## config.mk

```make
export PLATFORM = sky130hd
export DESIGN_NAME = round_sequencer_flat
export DESIGN_NICKNAME = d
export VERILOG_FILES = /design/src/rtl/game_pkg.sv /design/src/rtl/round_sequencer_if.sv /design/src/rtl/round_timer.sv /design/src/rtl/round_sequencer.sv /design/src/flat_wrapper.sv
export SDC_FILE = /design/constraint.sdc
export NUM_CORES = 1
export LEC_CHECK = 0
export BUFFER_PORTS_ARGS = -buffer_cell sky130_fd_sc_hd__buf_4
export CORE_ASPECT_RATIO = 0.8
export CORE_MARGIN = 2
export CORE_UTILIZATION = 30
export DETAILED_ROUTE_END_ITERATION = 10
export PLACE_DENSITY = 0.63
export SKIP_CTS_REPAIR_TIMING = 1
export SLEW_MARGIN = 25
export SYNTH_ARGS = -nofsm -noshare
export SYNTH_HDL_FRONTEND = slang
export SYNTH_SLANG_ARGS = --single-unit
```

## constraint.sdc

```tcl
create_clock -name clk -period 2 [get_ports clk]
set_clock_uncertainty 0.2 [all_clocks]
set_input_delay 0 -clock clk [delete_from_list [all_inputs] [get_ports clk]]
set_output_delay 0 -clock clk [all_outputs]
set_load 0.02 [all_outputs]
```

## src/rtl/game_pkg.sv

```systemverilog
// Shared types, constants and helpers for the round sequencer and its timer.
package game_pkg;

    localparam int unsigned VAL_W          = 8;
    localparam int unsigned SCORE_W        = 8;
    localparam int unsigned LIVES_INIT     = 3;
    localparam int unsigned ROUNDS_PER_LVL = 4;
    localparam int unsigned LVL_MAX        = 7;
    localparam int unsigned BASE_TIME      = 10;
    localparam int unsigned MIN_TIME       = 3;
    localparam int unsigned TIME_W         = 8;
    localparam int unsigned LIVES_W        = 2;
    localparam int unsigned LVL_W          = 3;
    localparam int unsigned RND_W          = $clog2(ROUNDS_PER_LVL + 1);

    typedef enum logic [2:0] {
        IDLE,
        DRAW,
        LATCH,
        WAIT,
        JUDGE,
        OVER
    } state_e;

    // Score add that clamps at the all-ones value instead of wrapping.
    function automatic logic [SCORE_W-1:0] score_sat_add(input logic [SCORE_W-1:0] a,
                                                         input logic [1:0]         inc);
        logic [SCORE_W:0] sum;
        sum = {1'b0, a} + {{(SCORE_W - 1){1'b0}}, inc};
        return sum[SCORE_W] ? '1 : sum[SCORE_W-1:0];
    endfunction

    // Round length shrinks by one tick per level down to a floor.
    function automatic logic [TIME_W-1:0] round_time_for(input logic [LVL_W-1:0] lvl);
        if (BASE_TIME < MIN_TIME + 32'(lvl)) begin
            return TIME_W'(MIN_TIME);
        end
        return TIME_W'(BASE_TIME - 32'(lvl));
    endfunction

endpackage

```

## src/rtl/round_sequencer_if.sv

```systemverilog
// Bus between the round sequencer and the controller / RNG / player-entry side.
interface round_sequencer_if;
    import game_pkg::*;

    logic                game_active;
    logic                tick;
    logic                rng_req;
    logic [VAL_W-1:0]    rng_value;
    logic                player_load;
    logic [VAL_W-1:0]    player_value;
    logic [VAL_W-1:0]    target;
    logic [TIME_W-1:0]   round_time;
    logic [SCORE_W-1:0]  score;
    logic [LIVES_W-1:0]  lives;
    logic [LVL_W-1:0]    level;
    logic                hit;
    logic                miss;
    logic                game_over;

    modport master (
        input  game_active, tick, rng_value, player_load, player_value,
        output rng_req, target, round_time, score, lives, level, hit, miss, game_over
    );

    modport slave (
        output game_active, tick, rng_value, player_load, player_value,
        input  rng_req, target, round_time, score, lives, level, hit, miss, game_over
    );

endinterface

```

## src/rtl/round_timer.sv

```systemverilog
// Loadable per-round countdown; stops at zero and flags the tick that reaches it.
module round_timer
    import game_pkg::*;
(
    input  logic              clk,
    input  logic              rst,
    input  logic              load_i,
    input  logic [TIME_W-1:0] load_val_i,
    input  logic              tick_i,
    output logic [TIME_W-1:0] count_o,
    output logic              expire_c
);

    logic [TIME_W-1:0] count_q, count_d;

    always_comb begin
        count_d = count_q;
        if (load_i) begin
            count_d = load_val_i;
        end else if (tick_i && count_q != '0) begin
            count_d = count_q - TIME_W'(1);
        end
    end

    always_ff @(posedge clk or negedge rst) begin
        if (!rst) begin
            count_q <= '0;
        end else begin
            count_q <= count_d;
        end
    end

    assign count_o  = count_q;
    assign expire_c = tick_i && !load_i && (count_q == TIME_W'(1));

endmodule

```

## src/rtl/round_sequencer.sv

```systemverilog
// Per-round game sequencing: draw target, count down, judge entry, keep score/lives/level.
// Optional STREAK_BONUS_EN: third and later consecutive hits score 2 instead of 1.
module round_sequencer
    import game_pkg::*;
(
    input  logic              clk,
    input  logic              rst,
    round_sequencer_if.master bus
);

    state_e               state_q, state_d;
    logic [VAL_W-1:0]     target_q, target_d;
    logic [SCORE_W-1:0]   score_q, score_d;
    logic [LIVES_W-1:0]   lives_q, lives_d;
    logic [LVL_W-1:0]     level_q, level_d;
    logic [RND_W-1:0]     rounds_q, rounds_d;
    logic                 rng_req_q, rng_req_d;
    logic                 hit_q, hit_d;
    logic                 miss_q, miss_d;
    logic                 game_over_q, game_over_d;
    logic                 timer_load_c, timer_tick_c, timer_expire_c;
    logic [TIME_W-1:0]    round_time;
    logic [1:0]           bonus_c;

    // An entry on the same cycle as the final tick wins, so the tick never reaches the timer.
    assign timer_load_c = (state_q == LATCH) && bus.game_active;
    assign timer_tick_c = (state_q == WAIT) && bus.game_active && bus.tick && !bus.player_load;

    round_timer u_round_timer (
        .clk        (clk),
        .rst        (rst),
        .load_i     (timer_load_c),
        .load_val_i (round_time_for(level_q)),
        .tick_i     (timer_tick_c),
        .count_o    (round_time),
        .expire_c   (timer_expire_c)
    );

`ifdef STREAK_BONUS_EN
    logic [1:0] streak_q, streak_d;

    always_comb begin
        streak_d = streak_q;
        if (state_q == IDLE && bus.game_active) begin
            streak_d = '0;
        end else if (hit_d) begin
            streak_d = (streak_q == 2'd3) ? streak_q : streak_q + 2'd1;
        end else if (miss_d) begin
            streak_d = '0;
        end
    end

    assign bonus_c = (streak_q >= 2'd2) ? 2'd2 : 2'd1;

    always_ff @(posedge clk or negedge rst) begin
        if (!rst) begin
            streak_q <= '0;
        end else begin
            streak_q <= streak_d;
        end
    end
`else
    assign bonus_c = 2'd1;
`endif

    // Next state plus judgement; score/lives/level update together with the hit/miss pulse.
    always_comb begin
        state_d  = state_q;
        target_d = target_q;
        score_d  = score_q;
        lives_d  = lives_q;
        level_d  = level_q;
        rounds_d = rounds_q;
        hit_d    = 1'b0;
        miss_d   = 1'b0;

        if (!bus.game_active && state_q != IDLE && state_q != OVER) begin
            state_d = IDLE;
        end else begin
            case (state_q)
                IDLE: begin
                    if (bus.game_active) begin
                        score_d  = '0;
                        level_d  = '0;
                        rounds_d = '0;
                        lives_d  = LIVES_W'(LIVES_INIT);
                        state_d  = DRAW;
                    end
                end
                DRAW:  state_d = LATCH;
                LATCH: begin
                    target_d = bus.rng_value;
                    state_d  = WAIT;
                end
                WAIT: begin
                    if (bus.player_load) begin
                        hit_d   = (bus.player_value == target_q);
                        miss_d  = (bus.player_value != target_q);
                        state_d = JUDGE;
                    end else if (timer_expire_c) begin
                        miss_d  = 1'b1;
                        state_d = JUDGE;
                    end
                    if (hit_d) begin
                        score_d = score_sat_add(score_q, bonus_c);
                        if (rounds_q == RND_W'(ROUNDS_PER_LVL - 1)) begin
                            rounds_d = '0;
                            if (level_q != LVL_W'(LVL_MAX)) begin
                                level_d = level_q + LVL_W'(1);
                            end
                        end else begin
                            rounds_d = rounds_q + RND_W'(1);
                        end
                    end
                    if (miss_d) begin
                        lives_d = lives_q - LIVES_W'(1);
                    end
                end
                JUDGE: state_d = (lives_q == '0) ? OVER : DRAW;
                OVER: begin
                    if (!bus.game_active) begin
                        state_d = IDLE;
                    end
                end
                default: state_d = IDLE;
            endcase
        end

        rng_req_d   = (state_d == DRAW);
        game_over_d = (state_d == OVER);
    end

    always_ff @(posedge clk or negedge rst) begin
        if (!rst) begin
            state_q     <= IDLE;
            target_q    <= '0;
            score_q     <= '0;
            lives_q     <= LIVES_W'(LIVES_INIT);
            level_q     <= '0;
            rounds_q    <= '0;
            rng_req_q   <= 1'b0;
            hit_q       <= 1'b0;
            miss_q      <= 1'b0;
            game_over_q <= 1'b0;
        end else begin
            state_q     <= state_d;
            target_q    <= target_d;
            score_q     <= score_d;
            lives_q     <= lives_d;
            level_q     <= level_d;
            rounds_q    <= rounds_d;
            rng_req_q   <= rng_req_d;
            hit_q       <= hit_d;
            miss_q      <= miss_d;
            game_over_q <= game_over_d;
        end
    end

    assign bus.rng_req    = rng_req_q;
    assign bus.target     = target_q;
    assign bus.round_time = round_time;
    assign bus.score      = score_q;
    assign bus.lives      = lives_q;
    assign bus.level      = level_q;
    assign bus.hit        = hit_q;
    assign bus.miss       = miss_q;
    assign bus.game_over  = game_over_q;

endmodule

```

## src/flat_wrapper.sv

```systemverilog
// flat-port wrapper written by rule: the top's interface ports become plain ports
module round_sequencer_flat import game_pkg::*;
  (clk, rst, bus_game_active, bus_tick, bus_rng_value, bus_player_load, bus_player_value, bus_rng_req, bus_target, bus_round_time, bus_score, bus_lives, bus_level, bus_hit, bus_miss, bus_game_over);
  round_sequencer_if bus_i ();
  input  logic clk;
  input  logic rst;
  input wire logic [$bits(bus_i.game_active)-1:0] bus_game_active;
  input wire logic [$bits(bus_i.tick)-1:0] bus_tick;
  input wire logic [$bits(bus_i.rng_value)-1:0] bus_rng_value;
  input wire logic [$bits(bus_i.player_load)-1:0] bus_player_load;
  input wire logic [$bits(bus_i.player_value)-1:0] bus_player_value;
  output wire logic [$bits(bus_i.rng_req)-1:0] bus_rng_req;
  output wire logic [$bits(bus_i.target)-1:0] bus_target;
  output wire logic [$bits(bus_i.round_time)-1:0] bus_round_time;
  output wire logic [$bits(bus_i.score)-1:0] bus_score;
  output wire logic [$bits(bus_i.lives)-1:0] bus_lives;
  output wire logic [$bits(bus_i.level)-1:0] bus_level;
  output wire logic [$bits(bus_i.hit)-1:0] bus_hit;
  output wire logic [$bits(bus_i.miss)-1:0] bus_miss;
  output wire logic [$bits(bus_i.game_over)-1:0] bus_game_over;
  assign bus_i.game_active = bus_game_active;
  assign bus_i.tick = bus_tick;
  assign bus_i.rng_value = bus_rng_value;
  assign bus_i.player_load = bus_player_load;
  assign bus_i.player_value = bus_player_value;
  assign bus_rng_req = bus_i.rng_req;
  assign bus_target = bus_i.target;
  assign bus_round_time = bus_i.round_time;
  assign bus_score = bus_i.score;
  assign bus_lives = bus_i.lives;
  assign bus_level = bus_i.level;
  assign bus_hit = bus_i.hit;
  assign bus_miss = bus_i.miss;
  assign bus_game_over = bus_i.game_over;
  round_sequencer u_core (.clk(clk), .rst(rst), .bus(bus_i));
endmodule
```

==> reports/metrics.csv, run 1 <==
metric,value,unit
finalWeightedCongestion,0.784,
cts.sinks,39,
rr_worst_depth,5,
path_class,reg2reg,
arrival,1.99,ns
required,1.98,ns
yosys_warnings,0,
drtPass1Iterations,4,
via_per_inst,4.96,
ioPinCount,54,
synthTopCellsByArea,"dfrtp_1 (43%), ha_1 (5.2%), mux2_2 (4.2%)",
grt_pass1_wl,8.74,mm
area_growth,51.4,%
slowest_delay,0.43,ns
power.total,2.42,mW
p_per_area,743,nW/um^2
wirelength,5.60,mm
initial_core_util,0.311,
grt_max_degree,40,
vias,1974,
multi_input_area,1240,sq um
cp_num_buf_inv,0,
syn_avg_cell_area,10.2,sq um
violations,setup timing,
synthesis.area,2150,sq um
preCtsSetupSlack,-0.134,ns
cts_buffers,5,
grt_use_total,0.140,
insertion_delay,0.29,ns
cts_tree,built,
rows,27,
rsz0062_at_grt,yes,
antenna_cells,0,
synth_top_cell_by_area,dfrtp_1,
synthCells,211,
drive_above_1_share,0.466,
grt_pass1_vias,1797,
max_freq,498,MHz
synth_nets,241,
tightest_slew,0.509,ns
finalHoldViolCount,0,
path_clk_slew,0.08,ns
crit_chain,xnor2_2 > nand4_2 > or3_4 > a21o_4 > a221o_1,
maxSlewViolCount,0,
cp_max_fo,5,
cts_htree_levels,2,
slowest_stage,dfrtp_2,
worstSetupEndpointType,flip-flop,
synth_flop_cell,dfrtp_1,
post-dp-hpwl,4.01,mm
finalSetupViolations,1,
status,"finished, violations left",
fin_crit_sh,1.00,
ys_seq_area_frac,0.455,
fillers,662,
finish.utilization,0.470,
vdd_drop_max,0.608,mV
die_h,79.7,um
layout_common_cells,"buf_4 (84), dfrtp_1 (29), inv_1 (13), nor2_1 (13), o21ai_0 (12)",
cts_buffer_depth,2,
seqCellArea,988,sq um
root_buffer,clkbuf_8,
path_depth,5,
dieArea,7870,sq um
core,6930,sq um
synth_top_area_frac,0.430,
slew_headroom,0.661,
final_common_cell,buf_4,
drc_errors,0,
synth-seq-cells,39,
fin_nets,340,
ys_async_sr_fraction,1.00,
grt.overflow.total,0,
finalWorstSetupSlack,-0.00843,ns
antenna_found_initial,0,
ys_types,51,
hold_path.class,in2async,
wire_per_inst,14.1,um
port_buffers,53,
fin_crit,2.01,ns
total_leakage_power,1.56,nW
die_w,98.7,um
drv_cap,0,
synth_edf_count,0,
ant_nets,0,
startpoint_type,flip-flop,
crit_family,compound AO/OA/AOI/OAI gates,
drt_iter0_drc,56,
-- per-stage QoR --
stage,cells,hold WS [ns],TNS [ns],area [sq um]
2_1_floorplan,211,-0.496,-0.0261,2210
3_3_place_gp,370,-0.193,0,2880
3_5_place_dp,370,-0.188,-0.354,2880
4_1_cts,378,-0.507,-0.402,2970
5_1_grt,398,0.0777,-0.166,3260
6_report,398,0.0167,-0.00843,3260
-- cell families after synthesis --
logic type / Yosys count / synth area share
buf+inv: 19 / 0.0413
fa+ha+maj: 9 / 0.0524
flops: 39 / 0.455
xor+xnor: 13 / 0.0529
mux: 8 / 0.0419
simple gates: 73 / 0.200
compound gates: 50 / 0.157
-- cell type report --
| type | instances | share of cell area |
|---|---|---|
| repair buffers | 98 | 0.239 |
| multi-input cells | 153 | 0.381 |
| flip-flops and latches | 39 | 0.303 |
| clock buffers | 7 | 0.0265 |
| well taps | 87 | 0.0334 |
| inverters | 13 | 0.0150 |
| clock inverters | 1 | 0.00154 |
-- sequential cells by signal, summed over array words and instances, names as in the netlist --
register	flops
u_core.bus.game_over	1
u_core.bus.hit	1
u_core.bus.level	3
u_core.bus.lives	2
u_core.bus.miss	1
u_core.bus.rng_req	1
u_core.bus.score	8
u_core.bus.target	8
u_core.rounds_q	3
u_core.state_q	3
u_core.u_round_timer.count_o	8
-- final timing paths --
kind,start,to,slack (ns)
max in group asynchronous,rst,u_core.bus.target[2]$_DFFE_PN0P_,1.20
min in group clk,bus_player_value[4],u_core.bus.lives[1]$_DFFE_PN1P_,0.08
worst min register to register,u_core.rounds_q[2]$_DFFE_PN0P_,u_core.rounds_q[2]$_DFFE_PN0P_,0.28
worst max-delay path,u_core.bus.target[0]$_DFFE_PN0P_,u_core.bus.score[3]$_DFFE_PN0P_,-0.008
worst max register to register,u_core.bus.target[0]$_DFFE_PN0P_,u_core.bus.score[3]$_DFFE_PN0P_,-0.008
worst min-delay path,rst,u_core.u_round_timer.count_o[7]$_DFFE_PN0P_,0.02
-- routing by layer --
| layer | up-vias | wire length, um | global-route usage |
|---|---|---|---|
| met4 | 0 | 56 | 0.0411 |
| met5 | - | 0 | 0 |
| met1 | 955 | 2620 | 0.194 |
| met2 | 49 | 2560 | 0.207 |
| met3 | 5 | 374 | 0.0464 |
| li1 | 965 | - | - |
-- power by group --
group,internal [mW],switching (mW),total [mW]
Combinational,0.448,0.414,0.862
Clock,0.278,0.278,0.556
Sequential,0.898,0.102,1.00
Total,1.62,0.794,2.42
-- cells in the mapped netlist, types with 2 or more instances --
library cell  count
and3_1            5
nor2_1           13
nor4_1            5
buf_2             2
a21o_1            2
nor4b_1           2
dfstp_2           2
and2_1            2
buf_4             2
o31ai_1           4
dfrtp_1          37
a221oi_1          3
xor2_1            4
nand2b_1          5
nor3_1            5
inv_1            13
xnor2_1           9
ha_1              9
nand3_1          11
or2_2             2
a22o_2            2
o21ai_0          15
nand2_1          10
a21oi_1          10
a22o_1            2
nor2b_1           3
mux2_2            8
Power figures use the tool's default switching activity.
==> run 2: changes to the inputs <==
BUFFER_PORTS_ARGS = -buffer_cell sky130_fd_sc_hd__buf_2   (was -buffer_cell sky130_fd_sc_hd__buf_4)
RECOVER_POWER = 25   (was unset)
==> run 2 against run 1 <==
Compared with the run above: the flow still finishes with violations (setup timing); fmax fell by 0.78%; die area did not move; register-to-register slack got worse by 0.02 ns; setup slack got worse by 0.016 ns; sequential cell count did not move; combinational power fell by 11%; non-clock buffer count fell by 2; routed wire length fell by 2.0%; sequential power barely moved; clock power rose by 20%; core utilization fell by 1.7 points; clock-buffer cell count fell by 2; critical endpoint is now u_core.bus.level[0]$_DFFE_PN0P_.
==> reports/metrics.csv, run 2 (synthesized netlist as in run 1, its figures left out) <==
metric,value,unit
path_clk_slew,0.08,ns
hold_path_depth,6,
p_comb_frac,0.315,
tightest_slew,0.985,ns
p_sw_frac,0.328,
area_growth,46.0,%
hold_ws,0.0318,ns
p_sw,0.799,mW
arrival,2.06,ns
p_seq_frac,0.411,
clkPwrFrac,0.273,
finalWeightedCongestion,0.789,
finalSetupViolations,1,
fin_crit,2.02,ns
maxSlewViolCount,0,
drive_above_1_share,0.460,
path_class,reg2reg,
violations,setup timing,
fin_nets,338,
final_common_cell,buf_2,
drt_iter0_drc,209,
post-dp-hpwl,3.90,mm
finalWorstSetupSlack,-0.0241,ns
initial_core_util,0.311,
rsz0062_at_grt,yes,
cts.sinks,39,
ant_nets,0,
via_per_inst,4.92,
cts_buffer_depth,2,
rows,27,
wire_per_inst,13.9,um
root_buffer,clkbuf_8,
setup_tns,-0.0241,ns
cts_htree_levels,2,
port_buffers,53,
layout_common_cells,"buf_2 (53), buf_4 (29), dfrtp_1 (28)",
grt_use_total,0.145,
cts_buffers,5,
insertion_delay,0.30,ns
p_int,1.63,mW
fin_crit_sh,1.01,
slew_headroom,0.343,
hold_path.class,in2reg,
max_freq,494,MHz
dieArea,7870,sq um
grt_pass1_wl,9.15,mm
ioPinCount,54,
power.total,2.43,mW
multi_input_area,1250,sq um
core,6930,sq um
status,"finished, violations left",
r2r_setup_slack,-0.02,ns
rr_worst_depth,7,
antenna_cells,0,
wirelength,5.49,mm
antenna_found_initial,0,
seqCellArea,990,sq um
fillers,661,
vdd_drop_max,0.475,mV
grt_pass1_vias,1946,
p_per_area,775,nW/um^2
startpoint_type,flip-flop,
vias,1948,
worstSetupEndpointType,flip-flop,
die_w,98.7,um
cts_tree,built,
die_h,79.7,um
total_leakage_power,1.51,nW
required,2.03,ns
finalHoldViolCount,0,
drc_errors,0,
drtPass1Iterations,4,
grt.overflow.total,0,
cp_max_fo,2,
drv_cap,0,
grt_max_degree,40,
==> run 2: cell count changes in the layout (fill, tap and decap cells not counted), moves of 2 or more <==
cell,before,now
ha_1,9,7
nor4_1,1,3
buf_4,84,29
buf_2,1,53
ha_4,0,2
==> run 2: path summary, 6_finish.rpt <==
kind,from,endpoint
max in group asynchronous,rst,u_core.bus.level[0]$_DFFE_PN0P_
worst min register to register,u_core.rounds_q[2]$_DFFE_PN0P_,u_core.rounds_q[2]$_DFFE_PN0P_
min in group asynchronous,rst,u_core.bus.level[2]$_DFFE_PN0P_
worst max register to register,u_core.bus.level[1]$_DFFE_PN0P_,u_core.bus.level[0]$_DFFE_PN0P_
worst max-delay path,u_core.bus.level[1]$_DFFE_PN0P_,u_core.bus.level[0]$_DFFE_PN0P_
worst min-delay path,bus_tick,u_core.u_round_timer.count_o[5]$_DFFE_PN0P_
==> run 2: power by group through the flow <==
stage	clock network (mW)	logic [mW]	registers, mW
floorplan	0	0.305	1.12
global placement	0	0.680	1.01
detailed placement	0	0.685	1.01
CTS	0.677	0.687	0.998
global route	0.714	0.841	1.02
finish	0.665	0.767	1.00
==> run 2: metal layers <==
layer  track usage  up-vias  part of all wire
met5             0        -                 0
li1              -      959                 -
met3        0.0368        8             0.046
met4        0.0493        0             0.015
met1         0.208      925              0.49
met2         0.214       56              0.45
==> run 2: area by class of cell <==
class                      instances  area share
multi-input combinational        153       0.398
sequential                        39       0.315
timing repair buffer              96       0.200
tap                               87      0.0347
clock buffer                       5      0.0219
inverter                          13      0.0155
clock inverter                     3      0.0139
==> run 2: worst max-delay path, cell delays in order, from the launching register on <==
cell	delay [ns]
dfrtp_2	0.43
ha_4	0.17
ha_4	0.14
or2_4	0.24
nor4_4	0.37
buf_4	0.17
and3_4	0.17
a21o_1	0.07
==> run 2: stage by stage <==
stage / setup WS, ns / std cells / area [sq um] / util
floorplan: -0.0126 / 211 / 2210 / -
global placement: 0.00196 / 370 / 2750 / 0.396
detailed placement: -0.123 / 370 / 2750 / 0.396
CTS: -0.126 / 378 / 2860 / 0.413
global route: -0.114 / 396 / 3140 / 0.453
finish: -0.0241 / 396 / 3140 / 0.453
